[src/rtl/seq_detector_param.sv]
// Runtime-programmable serial pattern detector (Moore). Raises z when the last
// len_r accepted bits equal the loaded pattern; counts matches with saturation.
module seq_detector_param #(
    parameter int unsigned            PAT_W     = 4,
    parameter int unsigned            CNT_W     = 8,
    parameter logic [PAT_W-1:0]       RESET_PAT = PAT_W'(4'b0110),
    parameter logic                   RESET_OVL = 1'b1,
    localparam int unsigned           LW        = $clog2(PAT_W + 1)
) (
    input  logic             clk,
    input  logic             reset,
    input  logic             x,
    input  logic             valid,
    input  logic             load,
    input  logic [PAT_W-1:0] pattern,
    input  logic [LW-1:0]    pat_len,
    input  logic             overlap,
    input  logic             clear_count,
    output logic             z,
    output logic [CNT_W-1:0] match_count
);

    typedef enum logic [1:0] {
        EMPTY   = 2'd0,
        FILLING = 2'd1,
        ARMED   = 2'd2,
        HIT     = 2'd3
    } state_t;

    state_t             state, state_nxt;
    logic [PAT_W-1:0]   pat_r, pat_nxt;
    logic [PAT_W-1:0]   hist, hist_nxt;
    logic [PAT_W-1:0]   len_mask;
    logic [LW-1:0]      len_r, len_nxt;
    logic [LW-1:0]      fill, fill_nxt;
    logic [LW-1:0]      base;
    logic [LW-1:0]      len_in;
    logic               ovl_r, ovl_nxt;
    logic               z_nxt;
    logic               accept;
    logic [CNT_W-1:0]   cnt_nxt;

    // Clamp the requested length into 1..PAT_W.
    always_comb begin
        len_in = pat_len;
        if (pat_len == '0) begin
            len_in = LW'(1);
        end else if (pat_len > LW'(PAT_W)) begin
            len_in = LW'(PAT_W);
        end
    end

    // Selects the low len_r bits of history and pattern for comparison.
    always_comb begin
        len_mask = '0;
        for (int unsigned i = 0; i < PAT_W; i++) begin
            len_mask[i] = (i < 32'(len_r));
        end
    end

    // Next-state, datapath and counter update.
    always_comb begin
        state_nxt = state;
        pat_nxt   = pat_r;
        len_nxt   = len_r;
        ovl_nxt   = ovl_r;
        hist_nxt  = hist;
        fill_nxt  = fill;
        base      = fill;
        accept    = 1'b0;
        cnt_nxt   = match_count;
        z_nxt     = 1'b0;

        if (load) begin
            pat_nxt   = pattern;
            len_nxt   = len_in;
            ovl_nxt   = overlap;
            hist_nxt  = '0;
            fill_nxt  = '0;
            state_nxt = EMPTY;
        end else if (valid) begin
            accept   = 1'b1;
            hist_nxt = PAT_W'({hist, x});
            // Non-overlap: a match retires all history bits before the next one.
            base     = (state == HIT && !ovl_r) ? '0 : fill;
            fill_nxt = (base >= len_r) ? len_r : base + LW'(1);
            if (fill_nxt == len_r) begin
                state_nxt = ((hist_nxt & len_mask) == (pat_r & len_mask)) ? HIT : ARMED;
            end else begin
                state_nxt = FILLING;
            end
        end

        if (clear_count) begin
            cnt_nxt = '0;
        end else if (accept && state_nxt == HIT && match_count != '1) begin
            cnt_nxt = match_count + CNT_W'(1);
        end

        z_nxt = (state_nxt == HIT);
    end

    always_ff @(posedge clk) begin
        if (reset) begin
            state       <= EMPTY;
            pat_r       <= RESET_PAT;
            len_r       <= LW'(PAT_W);
            ovl_r       <= RESET_OVL;
            hist        <= '0;
            fill        <= '0;
            z           <= 1'b0;
            match_count <= '0;
        end else begin
            state       <= state_nxt;
            pat_r       <= pat_nxt;
            len_r       <= len_nxt;
            ovl_r       <= ovl_nxt;
            hist        <= hist_nxt;
            fill        <= fill_nxt;
            z           <= z_nxt;
            match_count <= cnt_nxt;
        end
    end

endmodule

[config.mk]
export PLATFORM = sky130hd
export DESIGN_NAME = seq_detector_param
export DESIGN_NICKNAME = d
export VERILOG_FILES = /design/src/rtl/seq_detector_param.sv
export SDC_FILE = /design/constraint.sdc
export NUM_CORES = 1
export LEC_CHECK = 0
export CORE_MARGIN = 5
export CORE_UTILIZATION = 45
export CTS_CLUSTER_SIZE = 20
export DETAILED_ROUTE_END_ITERATION = 12
export PLACE_DENSITY = 0.79
export SLEW_MARGIN = 20
export SYNTH_ARGS = -nofsm -noshare
export SYNTH_HDL_FRONTEND = slang
export SYNTH_SLANG_ARGS = --single-unit
[constraint.sdc]
create_clock -name clk -period 2.6 [get_ports clk]
set_input_delay 0.26 -clock clk [delete_from_list [all_inputs] [get_ports clk]]
set_output_delay 0.26 -clock clk [all_outputs]
set_load 0.02 [all_outputs]
# After elaboration in Yosys (flattened, before gate mapping)

Cells that the tools add are included.

Logic and storage cells: 40
Input port bits: 14
Flip-flop bits (word level): 25
Output and inout bits: 9

Equal/unequal tests: 5
Bitwise logic cells: 2
Order comparisons: 6
Muxes and demuxes: 10
Reduce and logical (&&, ||, !) cells: 7
Add/sub/neg operators: 2

Operators by type and width:

| kind                                                      | number |
|---|---|
| 2-to-1 mux 3 bit                                          | 4 |
| adder 8 x 1 -> 8 bit, second input constant               | 1 |
| AND 4 bit                                                 | 2 |
| inequality test 8 bit, second input constant              | 1 |
| less-than comparator 1 x 3 -> 1 bit, first input constant | 2 |
| less-than comparator 2 x 3 -> 1 bit, first input constant | 2 |
| 2-to-1 mux 2 bit                                          | 3 |
| equality test 2 bit, second input constant                | 2 |
| equality test 4 bit                                       | 1 |
| OR reduction 2 bit                                        | 2 |
| adder 3 x 1 -> 3 bit, second input constant               | 1 |
| equality test 3 bit                                       | 1 |
| >= comparator 3 bit                                       | 1 |
| > comparator 3 bit, second input constant                 | 1 |
| logical AND 1 bit                                         | 3 |
| logical NOT 3 bit                                         | 1 |
| 2-to-1 mux 1 bit                                          | 3 |
| logical NOT 1 bit                                         | 1 |

# Logic depth before layout (Yosys ltp)

Gate-level depths: netlist of run 1.

Depth after elaboration: 12
Mapped depth: 10
Depth with buffers taken out: 9

# Worst setup path after synthesis of run 1

Ideal clock, no wire load.

Kind: reg-to-reg
From: reg ovl_r
To: reg match_count[5]
Stages on the path, launching flop included: 11
Required time: 2.477 ns
Buffers on the path: 1
Setup time: 0.123 ns
Data arrival time: 2.234 ns
Slack: 0.243 ns
Clock period less this slack: 2.357 ns
Cells stage by stage: dfxtp_1 nand3b_1 nand2_1 ha_1 nand2b_1 a21o_1 a21oi_1 o32a_1 clkbuf_1 or3_1 a21oi_1

Word-level cells in the longest chain between the ends: 12
Elaborated cells between the ends (all ways): 13
Those cells by class: 1 x add/sub; 1 x order compare; 2 x eq/ne; 5 x mux; 4 x reduce/logical

Ends and longest elaborated chain:

| item                                                               | RTL line | RTL |
|---|---|---|
| from (decl)                                                        | 38       | `logic ovl_r, ovl_nxt;` |
| from (signal assigned)                                             | 117      | `ovl_r <= ovl_nxt;` |
| logical NOT 1 bit *                                                | 85       | `base = (state == HIT && !ovl_r) ? '0 : fill;` |
| logical AND 1 bit *                                                | 85       |  |
| 2-to-1 mux 3 bit *                                                 | 85       |  |
| adder 3 x 1 -> 3 bit / >= comparator 3 bit (equally long branches) | 86       | `fill_nxt = (base >= len_r) ? len_r : base + LW'(1);` |
| 2-to-1 mux 3 bit *                                                 | 86       |  |
| equality test 3 bit *                                              | 87       | `if (fill_nxt == len_r) begin` |
| 2-to-1 mux 2 bit *                                                 | 87       |  |
| 2-to-1 mux 2 bit *                                                 | 81       | `end else if (valid) begin` |
| 2-to-1 mux 2 bit *                                                 | 74       | `if (load) begin` |
| equality test 2 bit *                                              | 96       | `end else if (accept && state_nxt == HIT && match_count != '1) begin` |
| logical AND 1 bit * (2 in series)                                  | 96       |  |
| to (signal assigned)                                               | 121      | `match_count <= cnt_nxt;` |
| to (decl)                                                          | 20       | `output logic [CNT_W-1:0] match_count` |

Every way passes the cells marked *; elsewhere a longest branch is shown, timed or not.
A chain may end at the register's enable or synchronous reset.

# Final worst setup path of run 1

From: reg ovl_r
To: reg match_count[4]

The elaborated chain is that of the path after synthesis.

==> results.tsv, run 1 <==
metric	value	unit
antenna violations before repair	0	
x dimension of the die	63.88	um
Worst-Margin Slew	0.6074	ns
post-route setup TNS	0	ns
core area	2758	um^2
r2r setup slk	0.19	ns
Final setup violation count	0	
antenna viol nets, final	0	
Slew headroom	0.5938	
worst setup path startpoint	ovl_r$_SDFFE_PP1P_	
Global Route Usage Sum	0.1572	
CP arrival	2.66	ns
Finished Layout Cells	213	
period utilization	0.9272	
vias	1242	
Post-synth EDFFs	0	
kind of critical path	register to register	
Startpoint Class	register	
Die Ht	63.88	um
RSZ-0062 raised after global routing	false	
post-synthesis sequential area ratio	0.3831	
Hold Vio Cnt, Final	0	
Finished Cell Area	1647	um^2
total grt overflow	0	
hpwl dp	2.411	mm
Mean Syn Cell Area	8.373	um^2
final wirelength	3.273	mm
worst path required time	2.85	ns
drt via density	5.831	
cells after synthesis	156	
reg2reg start	ovl_r$_SDFFE_PP1P_	
leading cell type in the layout, fill and taps excluded	dfxtp_1	
Post-DP Area	1565	um^2
CP peak stage delay	0.47	ns
Starting DRT DRC Count	79	
Power, Total	0.7017	mW
Async SR Flop Fraction	0	
Crit. End Element	register	
CP cell instances	nand3b_1 > and2_1 > ha_4 > xnor2_2 > nand2_1 > o32a_4 > or4_1 > a21oi_1	
final core occ	0.5971	
H-Tree Depth	1	
initial core utilization	0.4737	
1st-pass router iterations	4	
Seq cells post-synth	25	
critical path's slowest cell	or4_1	
Port Buffers	22	
TritonCTS buffer count	3	
clk root buf	clkbuf_4	
Peak Freq	0.4148	GHz
Max-cap violations	0	
ys flop type	dfxtp_1	
Fin Hold WS	0.4860	ns
share of cells above drive strength 1	0.09341	
Synthesized Nets	175	
max-slew violation count	0	
clk sinks	25	
Avg WL per Cell	15.37	um
Hold Path Class	register to register	
Cells after DPL	206	
vias in the first global route	1242	
synth-to-layout area growth	26.05	%
PwrDens	426.1	nW/um^2
fill count	250	
Synth cell types	34	
Yosys warnings	0	
clk_skew	0.001765	ns
CTS tree	built	
Min-Delay Path Depth	2	
Peak VDD IR	0.0003100	V
setup ws final	0.1892	ns
later-pin clock latency in the skew report	0.31	ns
pre-CTS setup slack	0.002780	ns
Mapped Area	1306	um^2
FP Rows	19	
largest net degree at the start of global routing	15	
Worst Reg-to-Reg Cells	8	
crit-path max FO	8	
RePlAce Congestion	0.9046	
Die ar.	4080	um^2
clock tree buffer depth	2	
Clock transition at path regs	0.13	ns
diode count	0	
Final #Nets	202	
Leak	0.6092	nW
outcome	finished clean	
CP endpoint	match_count[4]$_SDFFE_PP0P_	
post-layout min period	2.411	ns
Top Ports	23	
Residual DRC	0	
r2r endpoint	match_count[4]$_SDFFE_PP0P_	
first-pass GRT wire length	5.326	mm
commonest cells after routing, fill and taps aside	dfxtp_1, clkdlybuf4s50_1, nand2_1	
==> worst min-delay path by stage <==
stage	start	endpoint	slack, ns
after floorplan	reset	len_r[0]$_SDFFE_PP0P_	0.33
after global placement	ovl_r$_SDFFE_PP1P_	ovl_r$_SDFFE_PP1P_	0.45
after detailed placement	ovl_r$_SDFFE_PP1P_	ovl_r$_SDFFE_PP1P_	0.46
after CTS	ovl_r$_SDFFE_PP1P_	ovl_r$_SDFFE_PP1P_	0.49
after global routing	fill[1]$_SDFFE_PP0P_	fill[1]$_SDFFE_PP0P_	0.52
final	ovl_r$_SDFFE_PP1P_	ovl_r$_SDFFE_PP1P_	0.49
==> kinds of logic after synthesis <==
| kind of cell | count (synthesis) | share of synthesized area |
|---|---|---|
| AND/OR/NAND/NOR | 63 | 0.2452 |
| AO/OA/AOI/OAI | 33 | 0.1590 |
| flip-flops | 25 | 0.3831 |
| buffers and inverters | 12 | 0.03448 |
| multiplexers | 10 | 0.07663 |
| XOR/XNOR | 8 | 0.05364 |
| adder cells (fa/ha/maj) | 5 | 0.04789 |
==> layer usage <==
| metal | track usage | share of wire | up-vias |
|---|---|---|---|
| met2 | 0.2940 | 0.54 | 26 |
| met1 | 0.1807 | 0.41 | 605 |
| met3 | 0.01576 | 0.037 | 4 |
| met4 | 0.05974 | 0.012 | 0 |
| li1 | - | - | 607 |
| met5 | 0 | 0 | - |
==> worst max-delay path: cells and delay by family, from the launching register on <==
| kind | cells | cell delay, ns |
|---|---|---|
| AO/OA/AOI/OAI | 2 | 0.58 |
| XOR/XNOR | 1 | 0.10 |
| adder cells (fa/ha/maj) | 1 | 0.30 |
| flip-flops | 1 | 0.33 |
| AND/OR/NAND/NOR | 4 | 1.04 |
==> registers in the layout, summed over array words and instances (netlist names) <==
signal	cells
match_count	8
pat_r	4
fill	3
hist	3
len_r	3
state	2
ovl_r	1
z	1
==> power by group <==
group / internal [mW] / switching (mW) / total (mW)
sequential: 0.394 / 0.0101 / 0.404
combinational: 0.0630 / 0.0649 / 0.128
clock: 0.0599 / 0.109 / 0.169
total: 0.517 / 0.184 / 0.702
==> cell usage after synthesis, drive strengths merged, types with 3 or more instances <==
library cell / n / area, um^2
or4: 4 / 30.03
dfxtp: 25 / 500.5
and2: 3 / 18.77
nand3b: 3 / 22.52
xnor2: 8 / 70.07
or2: 3 / 18.77
inv: 5 / 18.77
o31ai: 3 / 22.52
mux2i: 10 / 100.1
nor2: 14 / 52.55
clkbuf: 4 / 15.01
o211ai: 3 / 22.52
nor3: 4 / 20.02
o21ai: 3 / 15.01
nand2: 17 / 63.81
ha: 5 / 62.56
or3: 5 / 36.28
nand3: 4 / 20.02
a21oi: 14 / 70.07
nand4: 3 / 18.77
==> cell type report <==
type	count	area, um^2	share of cell area
Multi-Input combinational cell	119	795.8	0.4833
Sequential cell	25	500.5	0.3040
Timing Repair Buffer	28	262.8	0.1596
Tap cell	31	38.79	0.02356
Clock buffer	4	26.28	0.01596
Inverter	6	22.52	0.01368
==> repair_timing <==
item,in CTS,in global routing
pin swaps,0,1
resized for setup,1,5
setup endpoints to repair,2,5
hold buffers,0,0
buffers inserted,0,3
No activity file was read; power rests on OpenSTA's default activity.
==> run 2: changes to the inputs <==
--- a/config.mk
+++ b/config.mk
@@ -5,7 +5,6 @@
 export SDC_FILE = /design/constraint.sdc
 export NUM_CORES = 1
 export LEC_CHECK = 0
-export CORE_MARGIN = 5
 export CORE_UTILIZATION = 45
 export CTS_CLUSTER_SIZE = 20
 export DETAILED_ROUTE_END_ITERATION = 12
==> run 2 against run 1 <==
Effect of this change:
- via count fell by 3.6%
- sequential share of layout area increased by 0.33 points
- clock skew is 0.0049 ns higher
- critical path type unchanged
- critical path depth rose by 1
- fmax is 3.7% lower
- power down 0.67%
- global-route usage increased by 4.7 points
- combinational power shrank 5%
- highest routed layer unchanged
- critical endpoint unchanged
- design area down 1.1%
- largest cell class unchanged
==> results.tsv, run 2 (synthesis results as in run 1) <==
metric	value	unit	change
GR Layer Usage met3	0.05116		was 0.01576
initial core utilization	0.4737		unchanged
CP arrival	2.76	ns	was 2.66 ns
Crit. End Element	register		unchanged
vias	1197		was 1,242
outcome	finished clean		unchanged
Hold Path Class	register to register		unchanged
Die ar.	3122	um^2	was 4080 um^2
clk root buf	clkbuf_4		unchanged
antenna violations before repair	0		unchanged
Port Buffers	22		unchanged
crit-path max FO	12		was 8
post-layout min period	2.502	ns	was 2.411 ns
Gate power share	0.175		was 0.182
CP cell instances	nand3b_1 > nand2_1 > clkinv_1 > ha_2 > xnor2_2 > xnor2_1 > o32a_4 > or4_1 > a21oi_1		was nand3b_1 > and2_1 > ha_4 > xnor2_2 > nand2_1 > o32a_4 > or4_1 > a21oi_1
Worst-Margin Slew	0.5769	ns	was 0.6074 ns
max reg flops	8		unchanged
period utilization	0.9624		was 0.9272
core area	2758	um^2	unchanged
first-pass GRT wire length	5.119	mm	was 5.326 mm
Reg area	500.5	um^2	unchanged
diode count	0		unchanged
Final #Nets	201		was 202
TritonCTS buffer count	3		unchanged
clock tree buffer depth	2		unchanged
vias in the first global route	1091		was 1,242
worst path required time	2.86	ns	was 2.85 ns
Die Ht	55.88	um	was 63.88 um
commonest cells after routing, fill and taps aside	dfxtp_1, clkdlybuf4s50_1, nand2_1		unchanged
clock power share	0.245		was 0.241
Peak VDD IR	0.0004661	V	was 0.0003100 V
Final setup violation count	0		unchanged
Startpoint Class	register		unchanged
GR Util met1	0.2694		was 0.1807
Max-cap violations	0		unchanged
Min-Delay Path Depth	2		unchanged
Top Ports	23		unchanged
Sw Share	0.2617		was 0.2627
antenna viol nets, final	0		unchanged
switching pwr	0.1824	mW	was 0.1843 mW
1st-pass router iterations	4		unchanged
total grt overflow	0		unchanged
final wirelength	3.005	mm	was 3.273 mm
CTS tree	built		unchanged
share of cells above drive strength 1	0.07735		was 0.09341
Leak	0.6049	nW	was 0.6092 nW
Finished Cell Area	1629	um^2	was 1647 um^2
# hold bufs at CTS	0		unchanged
Slew headroom	0.6142		was 0.5938
Internal Power	0.5146	mW	was 0.5173 mW
Post-DP Area	1573	um^2	was 1565 um^2
Residual DRC	0		unchanged
PwrDens	427.8	nW/um^2	was 426.1 nW/um^2
most used routing layer	met2		unchanged
Starting DRT DRC Count	44		was 79
H-Tree Depth	1		unchanged
Avg WL per Cell	14.17	um	was 15.37 um
critical path's slowest cell	or4_1		unchanged
Clock transition at path regs	0.13	ns	about the same
CP peak stage delay	0.48	ns	was 0.47 ns
largest registers	match_count: 8 flops, pat_r: 4 flops		unchanged
Peak Freq	0.3996	GHz	was 0.4148 GHz
drt via density	5.646		was 5.831
met2 Usage GRT	0.3477		was 0.2940
FP Rows	19		unchanged
leading cell type in the layout, fill and taps excluded	dfxtp_1		unchanged
footprint of the multi-input gates	783.3	um^2	was 795.8 um^2
fraction of power consumed by sequential logic	0.580		was 0.576
hpwl dp	2.285	mm	was 2.411 mm
fill count	258		was 250
Hold Vio Cnt, Final	0		unchanged
x dimension of the die	55.88	um	was 63.88 um
later-pin clock latency in the skew report	0.32	ns	was 0.31 ns
synth-to-layout area growth	24.71	%	was 26.05%
Worst Reg-to-Reg Cells	9		was 8
RePlAce Congestion	0.8212		was 0.9046
clk_skew	0.006634	ns	was 0.001765 ns
largest net degree at the start of global routing	14		was 15
Fin Hold WS	0.4830	ns	was 0.4860 ns
clk sinks	25		unchanged
final core occ	0.5907		was 0.5971
max-slew violation count	0		unchanged
Biggest register	match_count		unchanged
r2r setup slk	0.1	ns	was 0.19 ns
Global Route Usage Sum	0.2037		was 0.1572
kind of critical path	register to register		unchanged
==> run 2: final cells by class <==
type | instances | share of cell area
multi-input combinational | 119 | 0.4808
sequential | 25 | 0.3072
timing repair buffer | 27 | 0.1582
tap | 31 | 0.02381
clock buffer | 4 | 0.01613
inverter | 6 | 0.01382
==> run 2: final timing paths <==
kind | endpoint | from
max reg2reg | match_count[4]$_SDFFE_PP0P_ | ovl_r$_SDFFE_PP1P_
min reg2reg | fill[0]$_SDFFE_PP0P_ | fill[0]$_SDFFE_PP0P_
max | match_count[4]$_SDFFE_PP0P_ | ovl_r$_SDFFE_PP1P_
min | fill[0]$_SDFFE_PP0P_ | fill[0]$_SDFFE_PP0P_
==> run 2: timing repair <==
action | CTS | global route
endpoints found under the setup margin | 0 | 6
setup buffers | 0 | 1
resized for setup | 0 | 4
==> run 2: per-stage QoR <==
| stage | power, mW | std cells | setup TNS [ns] | worst slack [ns] |
|---|---|---|---|---|
| final | 0.6970 | 212 | 0 | 0.09778 |
| after global routing | 0.7330 | 212 | -0.01596 | -0.01468 |
| after CTS | 0.6988 | 211 | 0 | 0.006087 |
| after detailed placement | 0.5287 | 207 | 0 | 0.03365 |
| after global placement | 0.5245 | 207 | 0 | 0.1438 |
| after floorplan | 0.4821 | 156 | 0 | 0.2425 |
==> run 2: power groups by stage <==
stage / Clock (mW) / Sequential [mW] / Combinational [mW]
after floorplan: 0 / 0.410 / 0.0723
after global placement: 0 / 0.412 / 0.112
after detailed placement: 0 / 0.412 / 0.116
after CTS: 0.178 / 0.404 / 0.117
after global routing: 0.193 / 0.406 / 0.134
final: 0.171 / 0.404 / 0.122
==> run 2: routing by layer <==
metal	part of all wire	vias to the layer above	wire length, um
met5	0	-	0
met4	0.0043	0	13
met1	0.46	564	1384
li1	-	607	-
met3	0.033	2	99
met2	0.50	24	1508
==> run 2: critical path: cells and delay by family (launching register included) <==
family | cells | cell delay [ns]
AOI/OAI and AO/OA | 2 | 0.60
xor gates and xnor gates | 2 | 0.32
adders and majority gates | 1 | 0.24
buffers and inverters | 1 | 0.13
DFF | 1 | 0.33
and+or+nand+nor | 3 | 0.83
